`src/rtl/playlist_mcu.sv`:
```
// playlist_mcu -- music-player control unit.
//
// Sits between the one-pulsed front-panel buttons and the song player.
// It tracks play/pause and the current song index over a playlist of
// NUM_SONGS entries. It handles next, previous and end-of-song advance,
// with optional loop-all. It also drives a player-reset pulse that lasts
// RST_CYCLES cycles on every song change.
//
// Parameters:
//   NUM_SONGS   playlist length (>= 2)
//   SONG_W      width of the song index (2**SONG_W >= NUM_SONGS)
//   RST_CYCLES  cycles reset_player is held per song change (>= 1)
//
// Ports:
//   clk           system clock
//   reset         asynchronous active-low reset
//   play_button   one-cycle pulse, toggles play/pause
//   next_button   one-cycle pulse, skip to next song
//   prev_button   one-cycle pulse, go to previous song
//   song_done     one-cycle pulse from the player at end of song
//   loop_all      level, wrap last -> first and keep playing
//   shuffle       level, random next/advance (only with MCU_SHUFFLE_EN)
//   play          registered, player should advance through notes
//   reset_player  registered, player must restart at note 0
//   song          registered current song index
//
// Build option:
//   MCU_SHUFFLE_EN  adds the shuffle input and an 8-bit free-running LFSR
//                   (seed 8'hA5, taps x^8+x^6+x^5+x^4+1).

module playlist_mcu #(
    parameter int NUM_SONGS  = 4,
    parameter int SONG_W     = 2,
    parameter int RST_CYCLES = 1
) (
    input  logic              clk,
    input  logic              reset,
    input  logic              play_button,
    input  logic              next_button,
    input  logic              prev_button,
    input  logic              song_done,
    input  logic              loop_all,
`ifdef MCU_SHUFFLE_EN
    input  logic              shuffle,
`endif
    output logic              play,
    output logic              reset_player,
    output logic [SONG_W-1:0] song
);

    localparam int CNT_W = (RST_CYCLES > 1) ? $clog2(RST_CYCLES) : 1;
    localparam logic [CNT_W-1:0]  CNT_LAST  = CNT_W'(RST_CYCLES - 1);
    localparam logic [SONG_W-1:0] SONG_LAST = SONG_W'(NUM_SONGS - 1);

    typedef enum logic [1:0] {
        PAUSE,
        PLAY,
        ADV
    } state_t;

    state_t            state, state_d;
    logic              resume, resume_d;   // 1 = return to PLAY after ADV
    logic [CNT_W-1:0]  cnt, cnt_d;
    logic [SONG_W-1:0] song_d;
    logic              play_d, reset_player_d;
    logic              shuf_on;
    logic [SONG_W-1:0] shuf_song;

    function automatic logic [SONG_W-1:0] inc(input logic [SONG_W-1:0] s);
        return (s == SONG_LAST) ? '0 : s + 1'b1;
    endfunction

    function automatic logic [SONG_W-1:0] dec(input logic [SONG_W-1:0] s);
        return (s == '0) ? SONG_LAST : s - 1'b1;
    endfunction

`ifdef MCU_SHUFFLE_EN
    logic [7:0] lfsr;

    always_ff @(posedge clk or negedge reset) begin
        if (!reset) lfsr <= 8'hA5;
        else        lfsr <= {lfsr[6:0], lfsr[7] ^ lfsr[5] ^ lfsr[4] ^ lfsr[3]};
    end

    // Random pick; if it matches the current song, step forward so a song
    // is never immediately repeated.
    always_comb begin
        shuf_on   = shuffle;
        shuf_song = SONG_W'(32'(lfsr) % NUM_SONGS);
        if (shuf_song == song) shuf_song = inc(song);
    end
`else
    assign shuf_on   = 1'b0;
    assign shuf_song = '0;
`endif

    // State register; outputs are registered from the next-state decode.
    always_ff @(posedge clk or negedge reset) begin
        if (!reset) begin
            state        <= PAUSE;
            resume       <= 1'b0;
            cnt          <= '0;
            song         <= '0;
            play         <= 1'b0;
            reset_player <= 1'b0;
        end else begin
            state        <= state_d;
            resume       <= resume_d;
            cnt          <= cnt_d;
            song         <= song_d;
            play         <= play_d;
            reset_player <= reset_player_d;
        end
    end

    // Next-state logic; button priority is next > prev > song_done > play.
    always_comb begin
        state_d  = state;
        resume_d = resume;
        cnt_d    = cnt;
        song_d   = song;
        unique case (state)
            PAUSE, PLAY: begin
                if (next_button) begin
                    state_d  = ADV;
                    cnt_d    = '0;
                    resume_d = (state == PLAY);
                    song_d   = shuf_on ? shuf_song : inc(song);
                end else if (prev_button) begin
                    state_d  = ADV;
                    cnt_d    = '0;
                    resume_d = (state == PLAY);
                    song_d   = dec(song);
                end else if (song_done && state == PLAY) begin
                    state_d = ADV;
                    cnt_d   = '0;
                    if (shuf_on) begin
                        song_d   = shuf_song;
                        resume_d = 1'b1;
                    end else if (song == SONG_LAST) begin
                        song_d   = '0;
                        resume_d = loop_all;
                    end else begin
                        song_d   = song + 1'b1;
                        resume_d = 1'b1;
                    end
                end else if (play_button) begin
                    state_d = (state == PLAY) ? PAUSE : PLAY;
                end
            end
            ADV: begin
                if (cnt == CNT_LAST) state_d = resume ? PLAY : PAUSE;
                else                 cnt_d   = cnt + 1'b1;
            end
            default: state_d = PAUSE;
        endcase
    end

    // Output decode (Moore on the next state, captured in the register above).
    always_comb begin
        play_d         = (state_d == PLAY);
        reset_player_d = (state_d == ADV);
    end

endmodule
```
`config.mk`:
```
export PLATFORM = sky130hd
export DESIGN_NAME = playlist_mcu
export DESIGN_NICKNAME = d
export VERILOG_FILES = /design/src/rtl/playlist_mcu.sv
export SDC_FILE = /design/constraint.sdc
export NUM_CORES = 1
export LEC_CHECK = 0
export CAP_MARGIN = 10
export CORE_AREA = 2 2 39 41
export DETAILED_ROUTE_END_ITERATION = 6
export DIE_AREA = 0 0 41 43
export SYNTH_ARGS = -nofsm -noshare
export SYNTH_HDL_FRONTEND = slang
export SYNTH_SLANG_ARGS = --single-unit
```
`constraint.sdc`:
```
create_clock -name clk -period 3.1 [get_ports clk]
set_input_delay 0.62 -clock clk [delete_from_list [all_inputs] [get_ports clk]]
set_output_delay 0.62 -clock clk [all_outputs]
set_load 0.005 [all_outputs]
```
==> summary.txt <==
Worst setup path class: flop to output port
Slack of the worst reg-to-reg path: 1.95 ns
Peak VDD IR: 0.330 mV
Post-DRT Antenna Nets: 0
Yosys top cell by area: dfrtp_1
Unrepaired setup endpoints after global routing: false
Synth area leaders: dfrtp_1 (49%), mux2i_1 (11%), ha_1 (7.0%)
Core Area: 0.00138 mm^2
Antenna cell count: 0
Synth warn: 0
Mean Syn Cell Area: 12.3 um^2
Status: completed
Crit path buffers/inverters: 1
Highest Clock Rate: 562 MHz
CP Depth: 1
Crit start category: flop
First-pass GRT wire length: 952 um
Drt wl/cell: 10.3 um
GR Layer Usage met1: 11.2%
Critical path's top delay family: buffers and inverters
Crit path capture type: output port
Worst Reg-to-Reg Cells: 3
CP max FO: 4
FP Rows: 14
Worst r2r src: state[0]$_DFF_PN0_
Most common cell after layout, fill and taps aside: clkdlybuf4s50_1
Initial antenna violation count: 0
Largest stage delay on the critical path: 0.52 ns
Drt total wl: 606 um
DIE AREA: 0.00176 mm^2
Pre-antenna DRT Iters: 2
Dpl ws: 1.22 ns
Starting Density: 25.9%
Endpoints failing hold: 0
GRT Util Overall: 9.01%
Endpoints failing setup: 0
Vias: 255
PwrDens: 815 mW/mm^2
CTS Hold Bufs: 0
DRC viols: 0
P&R area growth vs syn: 40.9%
Port buffer count: 10
Unique masters post-synth: 16
Hold_ws: 0.525 ns
Fillcell total: 147
Die Height: 43 um
Net count after synthesis: 38
Hold WC Path Type: flop to flop
Worst Path Required: 2.48 ns
Max Cap Viol: 0
Worst EP arrival: 1.16 ns
Met2 usage: 9.69%
Routability Congestion: 0.631
Worst slew margin: 77.7%
Most frequent cells in the layout: clkdlybuf4s50_1 (10), dfrtp_1 (7), mux2i_1 (4)
Leakage dissipation: 0.000224 uW
IO Pins: 11
Post-CTS setup buffer count: 0
R2R Path End: resume$_DFFE_PN0P_
Pin count of the biggest net entering global routing: 8
Fin crit share: 57.4%
Final net count: 53
H-tree Lvls: 1
Total clock buffers created by CTS: 3
Drt initial violations: 2
Seq cells post-synth: 7
Total negative slack: 0 ns
Setup WS post-layout: 1.32 ns
CP max stage cell: clkdlybuf4s50_1
Root Buffer Master: clkbuf_4
Syn Inst Count: 29
Slew @ Worst Pin: 0.333 ns
M3 GR Usage: 6.28%
Setup Skew: 0.00417 ns
Final min period: 1.78 ns
Vias in the first global route: 234
CP cell instances: clkdlybuf4s50_1
CTS tree: built
Longest Clk Path Bufs: 2
Most Crowded Layer GR: met1
CTS sink count: 7
Ratio of cells with drive above 1 in the final layout: 16.3%
Worst-skew pair later-pin latency: 0.25 ns
Clock transition at the registers of the reported paths: 0.05 ns
Synth top area share: 49.0%
Slew Limit Fails: 0
Vias per cell: 4.32
CP startpoint: song[0]$_DFFE_PN0P_
Total gr overflow: 0
Register area share after synthesis: 49.0%
Critical path endpoint: song[0]
Syn Std Cell Area: 358 um^2
Post-CTS Resized: 0
Die W: 41 um
-- through the flow --
stage / total power (uW) / instance area [um^2] / instances / utilization, %
after floorplan: 260 / 358 / 29 / -
after global placement: 333 / 478 / 55 / 34.5
after detailed placement: 331 / 478 / 55 / 34.5
after CTS: 420 / 504 / 59 / 36.4
after global routing: 444 / 504 / 59 / 36.4
final: 411 / 504 / 59 / 36.4
-- sequential cells by signal, indices dropped and copies added (netlist names) --
| signal | cells |
|---|---|
| song | 2 |
| state | 2 |
| play | 1 |
| reset_player | 1 |
| resume | 1 |
-- power breakdown --
group	internal [uW]	switching, uW
sequential	128	27.9
clock	49.1	33.6
combinational	106	66.7
total	283	128
-- cell usage after synthesis --
cell and count:
xnor2_1 1, and2b_1 1, a21oi_1 1, mux2_4 1, nor2_4 1, mux2i_1 4
o22ai_1 1, nor2_1 3, ha_1 2, or2b_1 1, nand2_2 1, inv_1 2
dfrtp_1 7, nor2b_1 1, a21oi_4 1, o22a_1 1
-- kinds of logic after synthesis --
kind of cell / share of synthesized area, %
AO/OA/AOI/OAI: 10.1
flip-flops: 49.0
AND/OR/NAND/NOR: 14.0
multiplexers: 15.4
XOR/XNOR: 2.45
buffers and inverters: 2.10
adder cells (fa/ha/maj): 6.99
-- worst min path at each step --
stage                                  start                  to  depth (start not counted)
after detailed placement  resume$_DFFE_PN0P_  resume$_DFFE_PN0P_                          1
after global routing      resume$_DFFE_PN0P_  resume$_DFFE_PN0P_                          1
after floorplan                        reset      play$_DFF_PN0_                          0
final                     resume$_DFFE_PN0P_  resume$_DFFE_PN0P_                          1
after CTS                 resume$_DFFE_PN0P_  resume$_DFFE_PN0P_                          1
after global placement    resume$_DFFE_PN0P_  resume$_DFFE_PN0P_                          1
-- layer usage --
layer  part of all wire, %  wire (um)
met4                     0          0
met1                    51        310
met3                   9.6         58
met5                     0          0
met2                    39        237
-- final cells by class --
| type | count | area, um^2 | area share (%) |
|---|---|---|---|
| clock buffers | 4 | 26.3 | 5.21 |
| flip-flops and latches | 7 | 175 | 34.7 |
| repair buffers | 10 | 100 | 19.9 |
| well taps | 16 | 20.0 | 3.97 |
| inverters | 2 | 7.51 | 1.49 |
| multi-input cells | 20 | 175 | 34.7 |
Note: power is estimated with default switching activity, not from simulation.
